===== config.mk =====
export PLATFORM = sky130hd
export DESIGN_NAME = systolic_operand_feeder_flat
export DESIGN_NICKNAME = d
export VERILOG_FILES = /design/src/rtl/systolic_operand_feeder_if.sv /design/src/rtl/systolic_operand_feeder.sv /design/src/flat_wrapper.sv
export SDC_FILE = /design/constraint.sdc
export NUM_CORES = 2
export LEC_CHECK = 0
export ABC_AREA = 1
export CAP_MARGIN = 30
export CELL_PAD_IN_SITES_DETAIL_PLACEMENT = 1
export CELL_PAD_IN_SITES_GLOBAL_PLACEMENT = 1
export CORE_UTILIZATION = 44
export DETAILED_ROUTE_END_ITERATION = 12
export GPL_ROUTABILITY_DRIVEN = 0
export GPL_TIMING_DRIVEN = 0
export PLACE_DENSITY = 0.85
export SLEW_MARGIN = 20
export SYNTH_ARGS = -nofsm -noshare
export SYNTH_HDL_FRONTEND = slang
export SYNTH_SLANG_ARGS = --single-unit

===== constraint.sdc =====
create_clock -name clk -period 6.95 [get_ports clk]
set_input_delay 1.7375 -clock clk [delete_from_list [all_inputs] [get_ports clk]]
set_output_delay 1.7375 -clock clk [all_outputs]
set_load 0.05 [all_outputs]

===== src/rtl/systolic_operand_feeder_if.sv =====
// rtl/systolic_operand_feeder_if.sv - BRAM read, array edge and control bundle for the operand feeder
// Optional FEEDER_CYCLE_CNT_EN adds cycle_cnt to the bundle.
interface systolic_operand_feeder_if #(
    parameter int N  = 8,
    parameter int DW = 32,
    parameter int AW = 11
);
    logic              start;
    logic              abort;
    logic [AW-1:0]     k_len;
    logic              a_en;
    logic              b_en;
    logic [AW-1:0]     a_addr;
    logic [AW-1:0]     b_addr;
    logic [N*DW-1:0]   a_rdata;
    logic [N*DW-1:0]   b_rdata;
    logic [N*DW-1:0]   west_data;
    logic [N*DW-1:0]   north_data;
    logic              valid;
    logic              rst_flush;
    logic              complete_matmul;
    logic              result_w_comp;
    logic              busy;
    logic              done;
`ifdef FEEDER_CYCLE_CNT_EN
    logic [31:0]       cycle_cnt;
`endif

    modport master (
        output start, abort, k_len, a_rdata, b_rdata, result_w_comp,
        input  a_en, b_en, a_addr, b_addr, west_data, north_data, valid,
               rst_flush, complete_matmul, busy, done
`ifdef FEEDER_CYCLE_CNT_EN
        , input cycle_cnt
`endif
    );

    modport slave (
        input  start, abort, k_len, a_rdata, b_rdata, result_w_comp,
        output a_en, b_en, a_addr, b_addr, west_data, north_data, valid,
               rst_flush, complete_matmul, busy, done
`ifdef FEEDER_CYCLE_CNT_EN
        , output cycle_cnt
`endif
    );
endinterface


===== src/rtl/systolic_operand_feeder.sv =====
// rtl/systolic_operand_feeder.sv - fetches A columns / B rows, skews them onto the systolic array edges
// Optional FEEDER_CYCLE_CNT_EN adds a saturating busy-cycle counter (cycle_cnt).
module systolic_operand_feeder #(
    parameter int N      = 8,
    parameter int DW     = 32,
    parameter int AW     = 11,
    parameter int PE_LAT = 1
) (
    input  logic                    clk,
    input  logic                    rst_n,
    systolic_operand_feeder_if.slave bus
);
    typedef enum logic [2:0] {
        S_IDLE,
        S_FLUSH,
        S_LOAD,
        S_DRAIN,
        S_COMPLETE,
        S_DONE
    } state_t;

    // r_t counts from the first address; valid spans t = 2 .. k_len + DRAIN_EXTRA.
    localparam int DRAIN_EXTRA = 3 * (N - 1) + PE_LAT + 1;
    localparam int CW          = AW + $clog2(DRAIN_EXTRA + 2);

    state_t           r_state;
    state_t           w_next;
    logic [AW-1:0]    r_klen;
    logic [CW-1:0]    r_t;
    logic             r_rd_vld;
    logic             r_abort_flush;
    logic [DW-1:0]    r_west_sr  [N][N];
    logic [DW-1:0]    r_north_sr [N][N];

    logic             w_kill;
    logic             w_accept;
    logic             w_load;
    logic             w_run;
    logic             w_last_addr;
    logic             w_drain_end;
    logic             w_valid;
    logic [CW-1:0]    w_klen_ext;
    logic             w_a_en;
    logic             w_flush;
    logic             w_complete;
    logic             w_done;
    logic [N*DW-1:0]  w_west;
    logic [N*DW-1:0]  w_north;

    assign w_kill      = bus.abort && (r_state != S_IDLE);
    assign w_accept    = (r_state == S_IDLE) && bus.start && !bus.abort;
    assign w_klen_ext  = CW'(r_klen);
    assign w_load      = (r_state == S_LOAD);
    assign w_run       = w_load || (r_state == S_DRAIN);
    assign w_last_addr = (r_t == (w_klen_ext - CW'(1)));
    assign w_drain_end = (r_t == (w_klen_ext + CW'(DRAIN_EXTRA)));
    assign w_valid     = w_run && (r_t >= CW'(2)) && (r_t <= (w_klen_ext + CW'(DRAIN_EXTRA)));

    always_ff @(posedge clk) begin
        if (!rst_n) begin
            r_state <= S_IDLE;
        end else begin
            r_state <= w_next;
        end
    end

    always_comb begin
        w_next     = r_state;
        w_a_en     = 1'b0;
        w_flush    = r_abort_flush;
        w_complete = 1'b0;
        w_done     = 1'b0;
        if (w_kill) begin
            w_next = S_IDLE;
        end else begin
            case (r_state)
                S_IDLE: begin
                    if (w_accept) begin
                        w_next = (bus.k_len == '0) ? S_DONE : S_FLUSH;
                    end
                end
                S_FLUSH: begin
                    w_flush = 1'b1;
                    w_next  = S_LOAD;
                end
                S_LOAD: begin
                    w_a_en = 1'b1;
                    if (w_last_addr) begin
                        w_next = S_DRAIN;
                    end
                end
                S_DRAIN: begin
                    if (w_drain_end) begin
                        w_next = S_COMPLETE;
                    end
                end
                S_COMPLETE: begin
                    w_complete = 1'b1;
                    if (bus.result_w_comp) begin
                        w_next = S_DONE;
                    end
                end
                S_DONE: begin
                    w_done = 1'b1;
                    w_next = S_IDLE;
                end
                default: w_next = S_IDLE;
            endcase
        end
        // An abort still issues the LOAD read that cycle; r_rd_vld drops it.
        if (w_kill && w_load) begin
            w_a_en = 1'b1;
        end
    end

    always_ff @(posedge clk) begin
        if (!rst_n) begin
            r_klen        <= '0;
            r_t           <= '0;
            r_rd_vld      <= 1'b0;
            r_abort_flush <= 1'b0;
        end else begin
            r_abort_flush <= w_kill;
            r_rd_vld      <= w_load && !bus.abort;
            if (w_accept) begin
                r_klen <= bus.k_len;
            end
            if (r_state == S_FLUSH) begin
                r_t <= '0;
            end else if (w_run) begin
                r_t <= r_t + CW'(1);
            end
        end
    end

    // Lane i taps stage i, giving 2+i cycles from address to edge.
    always_ff @(posedge clk) begin
        if (!rst_n || w_kill) begin
            for (int i = 0; i < N; i++) begin
                for (int d = 0; d < N; d++) begin
                    r_west_sr[i][d]  <= '0;
                    r_north_sr[i][d] <= '0;
                end
            end
        end else begin
            for (int i = 0; i < N; i++) begin
                r_west_sr[i][0]  <= r_rd_vld ? bus.a_rdata[i*DW +: DW] : '0;
                r_north_sr[i][0] <= r_rd_vld ? bus.b_rdata[i*DW +: DW] : '0;
                for (int d = 1; d < N; d++) begin
                    r_west_sr[i][d]  <= r_west_sr[i][d-1];
                    r_north_sr[i][d] <= r_north_sr[i][d-1];
                end
            end
        end
    end

    always_comb begin
        w_west  = '0;
        w_north = '0;
        for (int i = 0; i < N; i++) begin
            w_west[i*DW +: DW]  = r_west_sr[i][i];
            w_north[i*DW +: DW] = r_north_sr[i][i];
        end
    end

    assign bus.a_en            = w_a_en;
    assign bus.b_en            = w_a_en;
    assign bus.a_addr          = w_load ? r_t[AW-1:0] : '0;
    assign bus.b_addr          = w_load ? r_t[AW-1:0] : '0;
    assign bus.west_data       = w_west;
    assign bus.north_data      = w_north;
    assign bus.valid           = w_valid;
    assign bus.rst_flush       = w_flush;
    assign bus.complete_matmul = w_complete;
    assign bus.busy            = (r_state != S_IDLE);
    assign bus.done            = w_done;

`ifdef FEEDER_CYCLE_CNT_EN
    logic [31:0] r_cycle_cnt;

    always_ff @(posedge clk) begin
        if (!rst_n) begin
            r_cycle_cnt <= '0;
        end else if (w_accept) begin
            r_cycle_cnt <= '0;
        end else if ((r_state != S_IDLE) && (r_cycle_cnt != 32'hFFFF_FFFF)) begin
            r_cycle_cnt <= r_cycle_cnt + 32'd1;
        end
    end

    assign bus.cycle_cnt = r_cycle_cnt;
`endif
endmodule


===== src/flat_wrapper.sv =====
// flat-port wrapper written by rule: the top's interface ports become plain ports
module systolic_operand_feeder_flat 
#(
    parameter int N      = 8,
    parameter int DW     = 32,
    parameter int AW     = 11,
    parameter int PE_LAT = 1
)
  (clk, rst_n, bus_start, bus_abort, bus_k_len, bus_a_rdata, bus_b_rdata, bus_result_w_comp, bus_a_en, bus_b_en, bus_a_addr, bus_b_addr, bus_west_data, bus_north_data, bus_valid, bus_rst_flush, bus_complete_matmul, bus_busy, bus_done);
  systolic_operand_feeder_if #(.N(N), .DW(DW), .AW(AW)) bus_i ();
  input  logic clk;
  input  logic rst_n;
  input wire logic [$bits(bus_i.start)-1:0] bus_start;
  input wire logic [$bits(bus_i.abort)-1:0] bus_abort;
  input wire logic [$bits(bus_i.k_len)-1:0] bus_k_len;
  input wire logic [$bits(bus_i.a_rdata)-1:0] bus_a_rdata;
  input wire logic [$bits(bus_i.b_rdata)-1:0] bus_b_rdata;
  input wire logic [$bits(bus_i.result_w_comp)-1:0] bus_result_w_comp;
  output wire logic [$bits(bus_i.a_en)-1:0] bus_a_en;
  output wire logic [$bits(bus_i.b_en)-1:0] bus_b_en;
  output wire logic [$bits(bus_i.a_addr)-1:0] bus_a_addr;
  output wire logic [$bits(bus_i.b_addr)-1:0] bus_b_addr;
  output wire logic [$bits(bus_i.west_data)-1:0] bus_west_data;
  output wire logic [$bits(bus_i.north_data)-1:0] bus_north_data;
  output wire logic [$bits(bus_i.valid)-1:0] bus_valid;
  output wire logic [$bits(bus_i.rst_flush)-1:0] bus_rst_flush;
  output wire logic [$bits(bus_i.complete_matmul)-1:0] bus_complete_matmul;
  output wire logic [$bits(bus_i.busy)-1:0] bus_busy;
  output wire logic [$bits(bus_i.done)-1:0] bus_done;
  assign bus_i.start = bus_start;
  assign bus_i.abort = bus_abort;
  assign bus_i.k_len = bus_k_len;
  assign bus_i.a_rdata = bus_a_rdata;
  assign bus_i.b_rdata = bus_b_rdata;
  assign bus_i.result_w_comp = bus_result_w_comp;
  assign bus_a_en = bus_i.a_en;
  assign bus_b_en = bus_i.b_en;
  assign bus_a_addr = bus_i.a_addr;
  assign bus_b_addr = bus_i.b_addr;
  assign bus_west_data = bus_i.west_data;
  assign bus_north_data = bus_i.north_data;
  assign bus_valid = bus_i.valid;
  assign bus_rst_flush = bus_i.rst_flush;
  assign bus_complete_matmul = bus_i.complete_matmul;
  assign bus_busy = bus_i.busy;
  assign bus_done = bus_i.done;
  systolic_operand_feeder #(.N(N), .DW(DW), .AW(AW), .PE_LAT(PE_LAT)) u_core (.clk(clk), .rst_n(rst_n), .bus(bus_i));
endmodule

==> metrics <==
outcome=completed; Sink Count=2336; Mapped Area=74300 µm²; initial antenna violation count=45; most frequent CP cell=nand2_1; number of port buffers=1068; Vias=53247; CP max FO=5; Synth async-reset ratio=0%; Post-Syn Nets=8605; pin count of the biggest net entering global routing=17; WL per Instance=23.5 µm; Min Hold Slack=0.390 ns; hold buffer count at cts=0; # setup viols final=0; syn avg cell area=9.22 µm²; Tcrit/Tclk final=92.5%; Area growth syn-to-layout=28.5%; Final Max Tran Viols=0; die width=413 µm; Max-Cap Viols=0; Max IR drop VDD=0.278 mV; worst clock skew=0.0350 ns; Chip Height=413 µm; WHS Endpoint=u_core.r_north_sr[2][453]; total CTS buffers=225; Final min period=6.43 ns; Crit path buffers/inverters=2; share of cells above drive strength 1=19.3%; power density cells=314 nW/µm²; Detailed Routing Iterations Pass 1=5; r2r endpoint=u_core.r_north_sr[2][482]; Hold Fails Final Rpt=0; ranking of synthesized cells by area=dfxtp_1 63%, inv_1 12%, nor2_1 8.5%; Synth cell types=34; Fill cells=18574; GRT Util Overall=29.9%; top-area cell type share of the netlist area=62.9%; CP max stage cell=clkdlybuf4s50_1; EDFF count, synth=0; I/O Pins=1069; worst-margin pin slew=0.901 ns; clk root buf=clkbuf_16; total power=30.0 mW; Crit path depth=15; core area=167000 µm²; critical path's top delay family=buffers and inverters; Residual DRC=0; CTS tree=yes; Primary FF master, synth=dfxtp_1; worst reg2reg path startpoint=u_core.r_state[1]; total grt overflow=0; pre-CTS setup slack=1.53 ns; most frequent cells after synthesis=2355 x inv_1, 2336 x dfxtp_1, 1677 x nor2_1; Max Fclk=0.156 GHz; Yosys top cell by area=dfxtp_1; Crit. End Element=output pin; Worst Hold Class=flop to flop; full die area=171000 µm²; htree depth=4; vias in the first global route=59906; P_leak=38.0 nW; Reg clk slew, reported paths=0.06 ns; unrepaired setup endpoints after global routing=false; critical path class=flop to output pin; Final TNS setup=0 ns; data required time at the worst endpoint=5.21 ns; Worst slew margin=39.7%; post-route antenna net violation count=0; flop2flop setup slack=3.59 ns; CP peak stage delay=0.90 ns; Detailed Place HPWL=163 mm; startpoint types=flop; DRT Wirelength=277 mm; Worst Hold Depth=2; worst r2r path cells=11; sequential area share after synthesis=62.9%; hold path start=u_core.r_north_sr[2][485]; FP Rows=150; DR iter-0 viols=3069; setup bufs post-CTS=0; CP cell instances=inv_1, ha_1, nand2_1, nand2_1, nand2_1, nand3_1, nor3_1, xor2_1, ha_1, nand2_1, nor2_1, a2111oi_0, nand2_1, a21oi_1, clkdlybuf4s50_1; #FFs+latches synth=2336; post-CTS sizing=0; first-pass GRT wire length=376 mm; Ys Warns=0; Starting Density=44.4%; Post-Syn Instances=8061; worst setup margin=0.524 ns; drt via density=4.52; Worst EP arrival=4.69 ns; maximum buffer depth of the clock tree=3; top-count cell post-synth=inv_1; clock latency on the worst-skew pair=0.89 ns; fin nets=9900
[worst reg2reg max path, stage by stage (launching register included)]
cell,delay (ns)
dfxtp_1,0.42
nor2_2,0.09
inv_2,0.09
nor2_4,0.05
inv_2,0.10
nand2_2,0.09
inv_2,0.12
nor2_4,0.06
nand2_1,0.61
buf_2,0.64
buf_2,0.59
nor2_1,0.31
[placed cells by master, fill, tap and decap left out, types with 54 or more instances in the layout]
master	instances
inv_1	2355
dfxtp_1	2336
nor2_1	1677
clkdlybuf4s50_1	1068
nor2_2	662
buf_4	531
clkbuf_16	228
buf_6	119
nand2_1	75
clkbuf_1	59
buf_2	54
[where the power goes]
| part | internal, mW | switching (mW) |
|---|---|---|
| Combinational | 1.21 | 2.18 |
| Clock | 7.26 | 5.76 |
| Sequential | 13.5 | 0.0788 |
[per-stage QoR]
stage	util [%]	area (µm²)	cells
2_1_floorplan	-	74300	8061
6_report	57.1	95500	11785
3_5_place_dp	52.4	87800	11333
3_3_place_gp	52.4	87800	11333
4_1_cts	57.0	95400	11748
5_1_grt	57.0	95500	11774
[state kept, by name, indices dropped and copies added (netlist names)]
| register | flops |
|---|---|
| u_core.r_north_sr | 1152 |
| u_core.r_west_sr | 1152 |
| u_core.r_abort_flush | 1 |
| u_core.r_rd_vld | 1 |
| u_core.r_state | 3 |
| u_core.r_t | 16 |
| u_core.r_klen | 11 |
[kinds of logic (layout without fill, tap and decap cells)]
| group | count (synthesis) | in the layout | share of synthesized area, % |
|---|---|---|---|
| buf+inv | 3147 | 4630 | 21.1 |
| simple gates | 2485 | 2485 | 15.1 |
| flops | 2336 | 2336 | 62.9 |
| compound gates | 61 | 61 | 0.436 |
| fa+ha+maj | 16 | 16 | 0.269 |
| xor+xnor | 16 | 16 | 0.188 |
| other cells | 0 | 37 | 0 |
[worst max path at each step]
stage / slack (ns) / start / end
floorplan: 2.40 / bus_abort / bus_done
global placement: 1.66 / u_core.r_klen[0] / bus_valid
detailed placement: 1.53 / u_core.r_klen[0] / bus_valid
CTS: 0.55 / u_core.r_klen[0] / bus_valid
global route: 0.30 / u_core.r_klen[0] / bus_valid
finish: 0.52 / u_core.r_klen[0] / bus_valid
[cell type report]
class                      count  area, µm²  area share (%)
antenna                       37       92.6          0.0969
clock buffer                 315       6420            6.72
sequential                  2336      46800            49.0
inverter                    2360       8860            9.27
clock inverter               100       1220            1.28
tap                         2204       2760            2.89
buffer                       787       6800            7.12
timing repair buffer        1068      10700            11.2
multi-input combinational   2578      11900            12.5
[metal layers]
metal | routed length [µm] | GRT usage, % | vias to the layer above
li1 | - | - | 24102
met1 | 95100 | 29.8 | 25936
met2 | 140000 | 54.6 | 2162
met3 | 19500 | 7.99 | 1007
met4 | 21700 | 18.8 | 40
met5 | 285 | 0 | -
(Power assumes the default switching activity.)
